### config.mk
export PLATFORM = sky130hd
export DESIGN_NAME = mux_rr_arbiter
export DESIGN_NICKNAME = d
export VERILOG_FILES = /design/src/rtl/mux_rr_arbiter.sv
export SDC_FILE = /design/constraint.sdc
export NUM_CORES = 1
export LEC_CHECK = 0
export CORE_MARGIN = 2
export CORE_UTILIZATION = 53
export DETAILED_ROUTE_END_ITERATION = 10
export PLACE_DENSITY = 0.81
export SLEW_MARGIN = 20
export SYNTH_ARGS = -nofsm -noshare
export SYNTH_HDL_FRONTEND = slang
export SYNTH_SLANG_ARGS = --single-unit
### constraint.sdc
create_clock -name clk -period 2.82 [get_ports clk]
set_clock_uncertainty 0.2 [all_clocks]
set_input_delay 0.564 -clock clk [delete_from_list [all_inputs] [get_ports clk]]
set_output_delay 0.564 -clock clk [all_outputs]
set_load 0.01 [all_outputs]
### src/rtl/mux_rr_arbiter.sv
// Round-robin arbiter sharing one 4:1 mux between four requesters.
// Grant and select are registered; y is gated combinationally from them.

module mux_rr_lane #(
   parameter int WIDTH = 1,
   parameter int IDX   = 0
) (
   input  logic             valid,
   input  logic [1:0]       sel,
   input  logic [WIDTH-1:0] din,
   output logic [WIDTH-1:0] y
);
   assign y = (valid && (sel == 2'(IDX))) ? din : '0;
endmodule

module mux_rr_arbiter #(
   parameter int WIDTH    = 1,
   parameter int MAX_HOLD = 4
) (
   input  logic             clk,
   input  logic             rst,
   input  logic [3:0]       req,
   input  logic [WIDTH-1:0] din0,
   input  logic [WIDTH-1:0] din1,
   input  logic [WIDTH-1:0] din2,
   input  logic [WIDTH-1:0] din3,
   output logic [3:0]       gnt,
   output logic [1:0]       sel,
   output logic             valid,
   output logic [WIDTH-1:0] y
);
   localparam int CW = $clog2(MAX_HOLD + 1);
   localparam logic [CW-1:0] CNT_MAX = CW'(MAX_HOLD - 1);

   typedef enum logic {IDLE, GRANT} state_t;

   state_t        state;
   logic [1:0]    ptr;
   logic [CW-1:0] cnt;

   logic [3:0] others;
   logic [1:0] win_any, win_oth;

   // Lowest offset from p wins: scan backwards so the nearest hit is written last.
   function automatic logic [1:0] rr_pick(input logic [3:0] r, input logic [1:0] p);
      logic [1:0] idx;
      rr_pick = p;
      for (int k = 3; k >= 0; k--) begin
         idx = p + 2'(k);
         if (r[idx]) rr_pick = idx;
      end
   endfunction

   assign others  = req & ~(4'b0001 << sel);
   assign win_any = rr_pick(req, ptr);
   assign win_oth = rr_pick(others, ptr);

   always_ff @(posedge clk) begin
      if (rst) begin
         state <= IDLE;
         gnt   <= '0;
         sel   <= '0;
         ptr   <= '0;
         cnt   <= '0;
      end else begin
         case (state)
            IDLE: begin
               if (|req) begin
                  state <= GRANT;
                  gnt   <= 4'b0001 << win_any;
                  sel   <= win_any;
                  ptr   <= win_any + 2'd1;
                  cnt   <= '0;
               end
            end
            GRANT: begin
               // Release or exhausted hold both hand over directly when someone waits.
               if ((!req[sel] || cnt == CNT_MAX) && |others) begin
                  gnt <= 4'b0001 << win_oth;
                  sel <= win_oth;
                  ptr <= win_oth + 2'd1;
                  cnt <= '0;
               end else if (!req[sel]) begin
                  state <= IDLE;
                  gnt   <= '0;
               end else if (cnt != CNT_MAX) begin
                  cnt <= cnt + 1'b1;
               end
            end
         endcase
      end
   end

   assign valid = |gnt;

   logic [3:0][WIDTH-1:0] din_arr, lane_y;
   assign din_arr = {din3, din2, din1, din0};

   for (genvar i = 0; i < 4; i++) begin : g_lane
      mux_rr_lane #(.WIDTH(WIDTH), .IDX(i)) u_lane (
         .valid (valid),
         .sel   (sel),
         .din   (din_arr[i]),
         .y     (lane_y[i])
      );
   end

   assign y = lane_y[0] | lane_y[1] | lane_y[2] | lane_y[3];

endmodule

## After elaboration in Yosys (flattened, before gate mapping)

Index checks and enable logic that the tools add are counted.

- Register bits after elaboration: 12
- Input bits: 10
- Output and inout bits: 8
- Logic and storage cells: 98

- Add/subtract/negate cells: 6
- $lt $le $gt $ge: 5
- Equality and inequality tests: 10
- Shift-type cells: 3
- Muxes and demuxes: 49
- Bitwise logic cells: 6
- Reductions and logical operators: 14

Operators with widths:

| operator | count |
|---|---|
| 2-bit two-way mux | 12 |
| 1-bit binary-select mux with 2-bit select | 9 |
| 1-bit two-way mux | 16 |
| 2-bit by 3-bit < comparator with 1-bit output, second input constant | 5 |
| 3-bit two-way mux | 4 |
| 4-bit two-way mux | 3 |
| 4-bit OR reduction | 3 |
| 1-bit by 2-bit left shift with 4-bit output, first input constant | 3 |
| 2-bit case mux with 2 select lines | 2 |
| 4-bit case mux with 2 select lines | 1 |
| 2-bit by 1-bit adder with 2-bit output, second input constant | 3 |
| 3-bit by 1-bit inequality test with 1-bit output, second input constant | 2 |
| 3-bit by 2-bit inequality test with 1-bit output, second input constant | 2 |
| 3-bit case mux with 2 select lines | 1 |
| 1-bit logical AND | 5 |
| 2-bit adder, second input constant | 2 |
| 4-bit bitwise AND | 1 |
| 2-bit == test, second input constant | 2 |
| 4-bit NOT | 1 |
| 2-bit AND reduction | 2 |
| 3-bit by 1-bit adder with 3-bit output, second input constant | 1 |
| 3-bit by 2-bit == test with 1-bit output, second input constant | 1 |
| 1-bit bitwise OR | 3 |
| 3-bit AND reduction | 1 |
| 8 further kinds | 8 |

## Depth between registers and ports, before layout

- Depth in word-level cells: 12
- Depth in mapped cells: 9
- Mapped depth without buffers: 7

## By module

A second synthesis with hierarchy kept.

- Cell total of the unflattened synthesis: 152
- Area total of the unflattened synthesis: 1189.9 sq um

Modules (own cells, without submodules):

| module | instances | cells an instance | area an instance (sq um) | sequential area each (sq um) |
|---|---|---|---|---|
| mux_rr_arbiter | 1 | 148 | 1148.6 | 240.2 |
| mux_rr_lane at g_lane[1].u_lane ... | 2 | 1 | 10.0 | 0.0 |
| mux_rr_lane at g_lane[0].u_lane | 1 | 1 | 12.5 | 0.0 |
| mux_rr_lane at g_lane[3].u_lane | 1 | 1 | 8.8 | 0.0 |

## Least setup slack after synthesis

No wires, ideal clock.

- Path type: input to register
- From: input req[1]
- To: register gnt[2]
- Setup time: 0.088 ns
- Data arrival time: 2.191 ns
- Data required time: 2.532 ns
- Slack: 0.340 ns
- Cell stages on the path: 7
- Path buffers: 1
- Cell sequence: buf_2 -> mux4_2 -> nand2b_4 -> o2111ai_4 -> o21bai_1 -> or3_1 -> a311oi_2

- Longest elaborated chain between the ends: 10
- Elaborated cells between the ends (all ways): 40
- Those cells by class: 2 x eq/ne; 2 x shift; 29 x mux; 1 x bitwise; 6 x reduce/logical

RTL lines:

| item | line | RTL |
|---|---|---|
| start, declared | 22 | `input logic [3:0] req,` |
| 4-bit bitwise AND | 54 | `assign others = req & ~(4'b0001 << sel);` |
| 1-bit binary-select mux with 2-bit select | 50 | `if (r[idx]) rr_pick = idx;` |
| 1-bit two-way mux (not written as such) | 50 |  |
| 2-bit two-way mux (4 in a row) | 50 |  |
| 1-bit by 2-bit left shift with 4-bit output | 79 | `gnt <= 4'b0001 << win_oth;` |
| 4-bit two-way mux | 78 | `if ((!req[sel] \|\| cnt == CNT_MAX) && \|others) begin` |
| 4-bit case mux with 2 select lines | 66 | `case (state)` |
| end signal, assigned | 70 | `gnt <= 4'b0001 << win_any;` |
| end signal, assigned | 79 |  |
| end, declared | 27 | `output logic [3:0] gnt,` |

Parallel ways exist; a longest one is shown, timed or not. The select of a mux whose other input is x is not followed.
A chain may end at the register's enable or synchronous reset.

## Worst setup path after layout

Ends and elaborated chain as after synthesis.

==> summary.md <==
| Metric | Value |
|---|---|
| Synth top area cells | dfxtp_1 (21%), nor2_1 (6.1%), o21ai_0 (3.9%) |
| IO Pins | 18 |
| # fillers | 148 |
| Max IR drop VDD | 0.387 mV |
| Pre-Repair DR Iteration Count | 4 |
| Top cell type's share of synthesized area | 20.7% |
| Layout cell share with drive strength beyond 1 | 24.3% |
| Initial antenna violation count | 0 |
| Die W | 50.8 µm |
| DR iter-0 viols | 83 |
| WL met2 | 1570 µm |
| Vias | 1336 |
| Pwr Density | 581 nW/µm² |
| Initial core utilization | 57.5% |
| Die area | 2580 µm² |
| Seq/Total Area, Yosys | 20.7% |
| Clock Path Buffers | 2 |
| HP Class | register to register |
| R2R setup slack | 0.22 ns |
| First-pass GRT wire length | 5380 µm |
| Final setup viols | 0 |
| Non-Filler Instances | 204 |
| Cells after synthesis | 146 |
| Total of max-cap violations | 0 |
| Nets | 191 |
| Post-synth EDFFs | 0 |
| Power Total | 0.883 mW |
| DPL Wire Length | 2490 µm |
| Total Wirelength | 3330 µm |
| Crit Path Class | input port to register |
| Primary FF master, synth | dfxtp_1 |
| Worst-margin pin slew | 0.536 ns |
| Clock-pin slew on the worst setup and hold paths | 0.07 ns |
| Gpl congestion | 1.03 |
| Post-CTS Resized | 2 |
| CTS sink count | 12 |
| Slew Limit Fails | 0 |
| Root Buffer | clkbuf_4 |
| Highest clock rate | 364 MHz |
| Vias in the first global route | 1239 |
| Net Count, Synth | 158 |
| Layout area overhead | 30.8% |
| Met1 wire length | 1410 µm |
| LEAKAGE | 0.604 nW |
| Status | completed |
| Core area | 2020 µm² |
| R2r startpoint | sel[0] |
| Later-pin clock latency in the skew report | 0.27 ns |
| GR Overflow Total | 0 |
| Final Cycle Share | 97.4% |
| Worst-case reg-to-reg path depth | 7 |
| # hold bufs at CTS | 0 |
| Crit. End Element | register |
| Library cells used by synthesis | 53 |
| Synth async-reset ratio | 0% |
| Met3 WL | 291 µm |
| Cell taking the most area after synthesis | dfxtp_1 |
| Die height | 50.8 µm |
| Final Util | 75.2% |
| Crit start category | input port |
| Worst Path Required | 2.81 ns |
| CP startpoint | req[1] |
| ANT nets after route | 0 |
| CP arrival | 2.73 ns |
| Cell area after layout | 1520 µm² |
| Cells after DPL | 201 |
| IO buf count | 17 |
| Max-slew headroom | 64.2% |
| Tot GR Track Use | 26.9% |
| Crit path capture | gnt[2] |
| CTS tree | done |
| Post-CTS setup buffers | 0 |
| Routed len/inst | 16.3 µm |
| Antenna diodes | 0 |
| Yosys warns | 0 |
| Post-Syn Area per Cell | 7.96 µm² |
| Yosys reg bits | 12 |
| Largest net degree at the start of global routing | 17 |
| FF-to-FF End | gnt[2] |
| # rows | 16 |
| Critical path peak fanout | 7 |
| DRC | 0 |
| Drt via density | 6.55 |
| CTS Buf Count | 3 |
| Dpl cell area | 1470 µm² |
| Syn Std Cell Area | 1160 µm² |
| Max layer used | met4 |
| H-tree Lvls | 1 |
| Final Hold Viols | 0 |
| Final min period | 2.75 ns |
## placed cells by master (no fill, tap or decap), types with 4 or more instances in the layout
cell type	synthesis	layout
a21oi_1	6	6
nor2_1	19	19
clkdlybuf4s50_1	0	14
or3b_1	4	4
o21ai_0	9	9
nand2_1	7	7
inv_1	5	5
nand2b_1	4	4
a311oi_1	4	4
dfxtp_1	12	12
buf_4	3	24
nor3_1	5	5
## kinds of logic after synthesis
group | share of synthesized area [%]
mux | 4.74
xor+xnor | 2.26
fa+ha+maj | 2.15
flops | 20.7
compound gates | 35.6
simple gates | 26.2
buf+inv | 8.40
## state kept, by name, indices dropped and copies added (netlist names)
name / cells
state: 1
sel: 2
gnt: 4
cnt: 3
ptr: 2
## cell usage after synthesis, drive strengths merged, types with 4 or more instances
| master | count |
|---|---|
| dfxtp | 12 |
| a311oi | 5 |
| o21ai | 10 |
| buf | 10 |
| nand2 | 7 |
| a31oi | 5 |
| inv | 6 |
| nor2 | 19 |
| nand2b | 5 |
| nor3 | 5 |
| a21oi | 6 |
| or3b | 4 |
## layer usage
| layer | global-route usage, % | vias to the layer above |
|---|---|---|
| met1 | 34.2 | 635 |
| met5 | 0 | - |
| li1 | - | 624 |
| met3 | 4.97 | 10 |
| met4 | 5.86 | 0 |
| met2 | 47.1 | 67 |
## power breakdown
part	leakage, nW	switching, mW	total [mW]	internal [mW]
logic	0.491	0.257	0.526	0.269
clock network	0.0138	0.0520	0.101	0.0494
registers	0.0989	0.0594	0.256	0.196
## layout make-up
class	instances	area (µm²)	share of cell area [%]
sequential	12	240	15.8
tap	27	33.8	2.22
inverter	6	22.5	1.48
clock buffer	3	22.5	1.48
timing repair buffer	41	354	23.3
multi-input combinational	115	847	55.7
## critical path, cell delays in order
cell	delay, ns
clkdlybuf4s50_1	0.48
buf_4	0.19
or3b_1	0.35
o311ai_1	0.09
a21oi_1	0.14
and4_2	0.29
or3_1	0.38
a311oi_2	0.23
## metrics by stage
stage | worst slack [ns] | TNS [ns] | hold slack (ns)
2_1_floorplan | 0.340 | 0 | 0.268
3_3_place_gp | -0.189 | -0.864 | 0.284
3_5_place_dp | -0.249 | -1.34 | 0.308
4_1_cts | 0.0526 | 0 | 0.320
5_1_grt | -0.00874 | -0.0103 | 0.334
6_report | 0.0720 | 0 | 0.317
## worst min-delay path by stage
stage / start / depth (start not counted) / endpoint
after floorplan: cnt[1] / 2 / cnt[1]
after global placement: cnt[1] / 2 / cnt[1]
after detailed placement: cnt[2] / 2 / cnt[2]
after CTS: gnt[3] / 2 / gnt[3]
after global routing: gnt[0] / 2 / gnt[0]
final: gnt[3] / 2 / gnt[3]
Power figures use the tool's default switching activity.
